$ cat src/rtl/vip_timing_pkg.sv
// Shared timing constants, flag payload and polarity helpers for the vip pixel-stream stages.
package vip_timing_pkg;

    // Width of the horizontal/vertical timing counters and pixel coordinates.
    localparam int unsigned CNT_W = 11;

    // Default 480x272 LCD timing.
    localparam int unsigned LCD_H_SYNC  = 41;
    localparam int unsigned LCD_H_BACK  = 2;
    localparam int unsigned LCD_H_DISP  = 480;
    localparam int unsigned LCD_H_FRONT = 2;
    localparam int unsigned LCD_V_SYNC  = 10;
    localparam int unsigned LCD_V_BACK  = 2;
    localparam int unsigned LCD_V_DISP  = 272;
    localparam int unsigned LCD_V_FRONT = 2;

    // Sync polarity encodings: the level a sync pin takes while its pulse is active.
    localparam bit SYNC_ACTIVE_LOW  = 1'b0;
    localparam bit SYNC_ACTIVE_HIGH = 1'b1;

    // Stream control flags, polarity-neutral (1 = asserted); all-zero is the idle state.
    typedef struct packed {
        logic frame;
        logic vs;
        logic hs;
        logic de;
    } sync_flags_t;

    localparam int unsigned SYNC_FLAGS_W = $bits(sync_flags_t);

    // Map an asserted/deasserted sync flag onto a pin level for the given polarity.
    function automatic logic sync_level(input logic act, input bit pol);
        return act ? pol : ~pol;
    endfunction

endpackage

$ cat src/rtl/vip_sync_delay.sv
// N-stage register delay for the {frame, vsync, hsync, de} flags; resets to idle.
module vip_sync_delay
    import vip_timing_pkg::*;
#(
    parameter int unsigned N = 2
) (
    input  logic                    clk,
    input  logic                    rst_n,
    input  logic [SYNC_FLAGS_W-1:0] flags_in,
    output logic [SYNC_FLAGS_W-1:0] flags_out
);

    logic [SYNC_FLAGS_W-1:0] pipe [N];

    // Shift register; stage 0 captures the input, the last stage drives the output.
    always_ff @(posedge clk or negedge rst_n) begin
        if (!rst_n) begin
            for (int i = 0; i < N; i++) begin
                pipe[i] <= '0;
            end
        end else begin
            pipe[0] <= flags_in;
            for (int i = 1; i < N; i++) begin
                pipe[i] <= pipe[i-1];
            end
        end
    end

    assign flags_out = pipe[N-1];

endmodule

$ cat src/rtl/video_timing_gen.sv
// Pixel-stream source: frame timing counters, upstream pixel requests and a
// 2-clk aligned sync/de/data output stream.
module video_timing_gen
    import vip_timing_pkg::*;
#(
    parameter int unsigned H_SYNC   = LCD_H_SYNC,
    parameter int unsigned H_BACK   = LCD_H_BACK,
    parameter int unsigned H_DISP   = LCD_H_DISP,
    parameter int unsigned H_FRONT  = LCD_H_FRONT,
    parameter int unsigned V_SYNC   = LCD_V_SYNC,
    parameter int unsigned V_BACK   = LCD_V_BACK,
    parameter int unsigned V_DISP   = LCD_V_DISP,
    parameter int unsigned V_FRONT  = LCD_V_FRONT,
    parameter bit          SYNC_POL = SYNC_ACTIVE_LOW,
    parameter int unsigned DATA_W   = 16
) (
    input  logic              clk,
    input  logic              rst_n,
    input  logic              en,
    input  logic [DATA_W-1:0] pix_data_in,
    output logic              data_req,
    output logic [CNT_W-1:0]  pixel_xpos,
    output logic [CNT_W-1:0]  pixel_ypos,
    output logic              out_vsync,
    output logic              out_hsync,
    output logic              out_de,
    output logic [DATA_W-1:0] out_data,
    output logic              frame_start
);

    localparam int unsigned H_TOTAL = H_SYNC + H_BACK + H_DISP + H_FRONT;
    localparam int unsigned V_TOTAL = V_SYNC + V_BACK + V_DISP + V_FRONT;

    localparam logic [CNT_W-1:0] H_LAST     = CNT_W'(H_TOTAL - 1);
    localparam logic [CNT_W-1:0] V_LAST     = CNT_W'(V_TOTAL - 1);
    localparam logic [CNT_W-1:0] H_SYNC_END = CNT_W'(H_SYNC);
    localparam logic [CNT_W-1:0] V_SYNC_END = CNT_W'(V_SYNC);
    localparam logic [CNT_W-1:0] H_ACT_BEG  = CNT_W'(H_SYNC + H_BACK);
    localparam logic [CNT_W-1:0] H_ACT_END  = CNT_W'(H_SYNC + H_BACK + H_DISP);
    localparam logic [CNT_W-1:0] V_ACT_BEG  = CNT_W'(V_SYNC + V_BACK);
    localparam logic [CNT_W-1:0] V_ACT_END  = CNT_W'(V_SYNC + V_BACK + V_DISP);

    logic [CNT_W-1:0] h_cnt;
    logic [CNT_W-1:0] v_cnt;
    logic             hs_act;
    logic             vs_act;
    logic             active;
    sync_flags_t      s0_flags;
    sync_flags_t      s1_flags;
    sync_flags_t      s2_flags;

    // Frame counters; disabling parks them at (0,0) so re-enable restarts the frame.
    always_ff @(posedge clk or negedge rst_n) begin
        if (!rst_n) begin
            h_cnt <= '0;
            v_cnt <= '0;
        end else if (!en) begin
            h_cnt <= '0;
            v_cnt <= '0;
        end else if (h_cnt == H_LAST) begin
            h_cnt <= '0;
            if (v_cnt == V_LAST) begin
                v_cnt <= '0;
            end else begin
                v_cnt <= v_cnt + CNT_W'(1);
            end
        end else begin
            h_cnt <= h_cnt + CNT_W'(1);
        end
    end

    // Decode counter state; the request and coordinates go upstream with no added latency.
    always_comb begin
        hs_act     = (h_cnt < H_SYNC_END);
        vs_act     = (v_cnt < V_SYNC_END);
        active     = en
                     && (h_cnt >= H_ACT_BEG) && (h_cnt < H_ACT_END)
                     && (v_cnt >= V_ACT_BEG) && (v_cnt < V_ACT_END);
        data_req   = active;
        pixel_xpos = active ? (h_cnt - H_ACT_BEG) : '0;
        pixel_ypos = active ? (v_cnt - V_ACT_BEG) : '0;
    end

    // Flags entering the output pipeline; all idle while disabled.
    always_comb begin
        s0_flags = '0;
        if (en) begin
            s0_flags.frame = (h_cnt == '0) && (v_cnt == '0);
            s0_flags.vs    = vs_act;
            s0_flags.hs    = hs_act;
            s0_flags.de    = active;
        end
    end

    // Stage 1: lines up with the upstream pixel returned one clock after data_req.
    vip_sync_delay #(
        .N (1)
    ) u_stage1 (
        .clk       (clk),
        .rst_n     (rst_n),
        .flags_in  (s0_flags),
        .flags_out (s1_flags)
    );

    // Stage 2: final output flags.
    vip_sync_delay #(
        .N (1)
    ) u_stage2 (
        .clk       (clk),
        .rst_n     (rst_n),
        .flags_in  (s1_flags),
        .flags_out (s2_flags)
    );

    // Output pixel register, gated to zero outside the active window so it aligns with out_de.
    always_ff @(posedge clk or negedge rst_n) begin
        if (!rst_n) begin
            out_data <= '0;
        end else begin
            out_data <= s1_flags.de ? pix_data_in : '0;
        end
    end

    // Stage-2 flags to pins; syncs take the configured polarity, idle at the inactive level.
    always_comb begin
        out_hsync   = sync_level(s2_flags.hs, SYNC_POL);
        out_vsync   = sync_level(s2_flags.vs, SYNC_POL);
        out_de      = s2_flags.de;
        frame_start = s2_flags.frame;
    end

endmodule

$ cat config.mk
export PLATFORM = sky130hd
export DESIGN_NAME = video_timing_gen
export DESIGN_NICKNAME = d
export VERILOG_FILES = /design/src/rtl/vip_timing_pkg.sv /design/src/rtl/vip_sync_delay.sv /design/src/rtl/video_timing_gen.sv
export SDC_FILE = /design/constraint.sdc
export NUM_CORES = 1
export LEC_CHECK = 0
export BUFFER_PORTS_ARGS = -buffer_cell sky130_fd_sc_hd__buf_2
export CAP_MARGIN = 20
export CORE_UTILIZATION = 50
export CTS_BUF_LIST = sky130_fd_sc_hd__clkbuf_8
export DETAILED_ROUTE_END_ITERATION = 7
export MAX_ROUTING_LAYER = met4
export PLACE_DENSITY = 0.76
export SYNTH_ARGS = -nofsm -noshare
export SYNTH_HDL_FRONTEND = slang
export SYNTH_SLANG_ARGS = --single-unit
$ cat constraint.sdc
create_clock -name clk -period 4.9 [get_ports clk]
set_clock_uncertainty 0.2 [all_clocks]
set_input_delay 1.225 -clock clk [delete_from_list [all_inputs] [get_ports clk]]
set_output_delay 1.225 -clock clk [all_outputs]
set_load 0.005 [all_outputs]
==> impl_metrics.tcl <==
set metrics [dict create \
    ys_warn_count 0 \
    grt_pass1_wl_um 8910 \
    relSlewSlack_pct 40.9 \
    synth_edf_count 0 \
    num_rows 25 \
    synth_compound_area_share_pct 12.4 \
    cts_setup_buffers 0 \
    vias 2136 \
    gr-usage-all-layers_pct 22.3 \
    fillers 428 \
    cts_hold_buf 0 \
    routed_wirelength_um 5520 \
    vdd_drop_max_uv 105 \
    power.density_mw_per_mm2 223 \
    synth_nets 292 \
    io_buffer_count 61 \
    met2_length_um 2500 \
    cp.required_ps 3470 \
    cp-end-kind "primary output" \
    finalHoldViolations 0 \
    finalCritPeriodShare_pct 87.6 \
    clkTransAtPathRegs_ps 70 \
    tightest_slew_ps 886 \
    netlist_instances 266 \
    synth_top_family_by_area "simple AND/OR/NAND/NOR gates" \
    wl_per_cell_um 14.4 \
    start_util_pct 52.7 \
    cp.arrival_ps 2870 \
    crit_type "input pin to primary output" \
    first_global_vias 1897 \
    met3WireLength_um 352 \
    wl_met1_um 2550 \
    diodes 0 \
    ys_seq_area_share_pct 45.6 \
    routabilityCongestion 0.916 \
    ys_top_cells_by_area "dfrtp_1, xnor2_1, nor3_1, and2_1, ha_1" \
    ios 62 \
    cts_tree "built" \
    routed_via_density 5.56 \
    ys_ff_latch 46 \
    grt_max_degree 47 \
    p_leak_uw 0.00146 \
    start_kind "input pin" \
    die_w_um 73.0 \
    fin_crit_ps 4290 \
    synth.avg_cell_area_um2 9.49 \
    drive_above_1_share_pct 24.3 \
    synthArstFlopShare_pct 100 \
    cp_max_fo 8 \
    rsz0062_at_grt "false" \
    max-cap-violations 0 \
    cts_resized 0 \
    ys_dominant_reg_cell "dfrtp_1" \
    area_growth_pct 16.3 \
    slew_viol_final 0 \
    synth_xor_area_share_pct 7.29 \
    synth.distinct_cells 49 \
    clockBufferDepth 2 \
    seq_area_mm2 0.00115 \
    globalRouteOverflowTotal 0 \
    rrSetupSlack_ps 2430 \
    die_h_um 73.0 \
    multiInputGateArea_mm2 0.00122 \
    clk_latency_ps 300 \
    clkSinkCount 46 \
    numCtsBuffers 5 \
    place_hpwl_um 4020 \
    synth_top_area_cell "dfrtp_1" \
    synthAdderAreaFrac_pct 3.47 \
    drc_errors 0 \
    highest_layer "met4" \
    fmax_ghz 0.233 \
    fin_cells 384 \
    dp_cells 376 \
    setup_viol 0 \
    synth-simple-area-share_pct 24.9 \
    nets 343 \
    cts.root.buffer_cell "clkbuf_8" \
    ant_nets 0 \
    drt-initial-drc-count 93 \
    syn_area_mm2 0.00252 \
    htree_levels 2 \
    tns_ps 0 \
    core-area_mm2 0.00479 \
    antenna_found_initial 0 \
    hold_class "flop to flop" \
    synth_top_area_share_pct 45.6 \
    status "completed" \
    drt_pass1_iterations 5 \
    muxShareOfSynthArea_pct 0.397 \
    dieArea_mm2 0.00534 \
]
[cells in the mapped netlist, drive strengths merged, types with 2 or more instances]
master and n:
a21oi 5, xnor2 15, o211ai 4, nor3b 2, or3 4, nor3 27
and3 3, nand4 5, a211oi 4, nor2 17, o31ai 4, buf 10
o21ai 9, ha 7, a21o 4, nand2b 2, dfrtp 46, and2 18
clkbuf 10, inv 15, xor2 6, nor4 5, or4 4, nand3 8
nand2 14
[worst max-delay path: stages]
cell and delay [ps]:
buf_2 170, inv_1 110, nor4_1 370, o211ai_1 330, buf_4 270, nor3_1 240, buf_2 160
[cell usage in the layout (no fill, tap or decap), drive strengths merged, types with 2 or more instances in the layout]
cell and count:
buf 64, dfrtp 46, nor3 27, and2 18, nor2 17, inv 15, xnor2 15, nand2 14
o21ai 9, nand3 8, ha 7, xor2 6, a21oi 5, nor4 5, nand4 5, clkbuf 5
or3 4, a21o 4, o211ai 4, o31ai 4, or4 4, a211oi 4, and3 3, nor3b 2
nand2b 2, clkinv 2
[logic make-up (layout without fill, tap and decap cells)]
group / Yosys count / count (layout)
and+or+nand+nor: 113 / 113
xor gates and xnor gates: 21 / 21
AOI/OAI and AO/OA: 43 / 43
DFF: 46 / 46
muxes: 1 / 1
buffers and inverters: 35 / 86
adders and majority gates: 7 / 7
[stage by stage]
step	cell area [um2]	total power, uW	setup WS, ps	hold slack [ps]	util [%]
final	2940	655	607	153	61.3
after global routing	2940	680	384	173	61.3
after CTS	2920	655	624	154	60.9
after detailed placement	2840	444	635	137	59.3
after global placement	2840	444	695	134	59.3
after floorplan	2520	420	1250	131	-
[final cells by class]
cell class,instances,area share [%]
clock buffer,5,2.34
inverter,15,1.92
multi-input combinational,185,41.7
sequential,46,39.2
clock inverter,2,0.341
tap,67,2.86
timing repair buffer,64,11.6
[power breakdown]
group          switching (uW)  internal, uW
Clock                     120          95.8
Sequential               6.79           385
Combinational            27.8          19.9
Total                     155           500
[path summary, 6_finish.rpt]
| kind | end | startpoint | depth (start not counted) |
|---|---|---|---|
| worst min register to register | u_stage2.flags_out[2] | u_stage1.flags_out[2] | 0 |
| min in group asynchronous | out_data[1] | rst_n | 1 |
| worst max register to register | u_stage1.flags_out[0] | v_cnt[7] | 4 |
| worst max-delay path | pixel_xpos[5] | en | 7 |
| worst min-delay path | u_stage2.flags_out[2] | u_stage1.flags_out[2] | 0 |
| max in group asynchronous | v_cnt[9] | rst_n | 2 |
[state kept, by name (all words and copies together) (netlist names)]
name and count:
out_data 16, h_cnt 11, v_cnt 11, u_stage1.flags_out 4, u_stage2.flags_out 4
[routing by layer]
metal  GRT usage [%]  up-vias
li1                -     1035
met1            29.4      996
met2            34.3       92
met3            3.87       13
met4            8.71        0
met5               -        -
No activity file was read; power rests on OpenSTA's default activity.
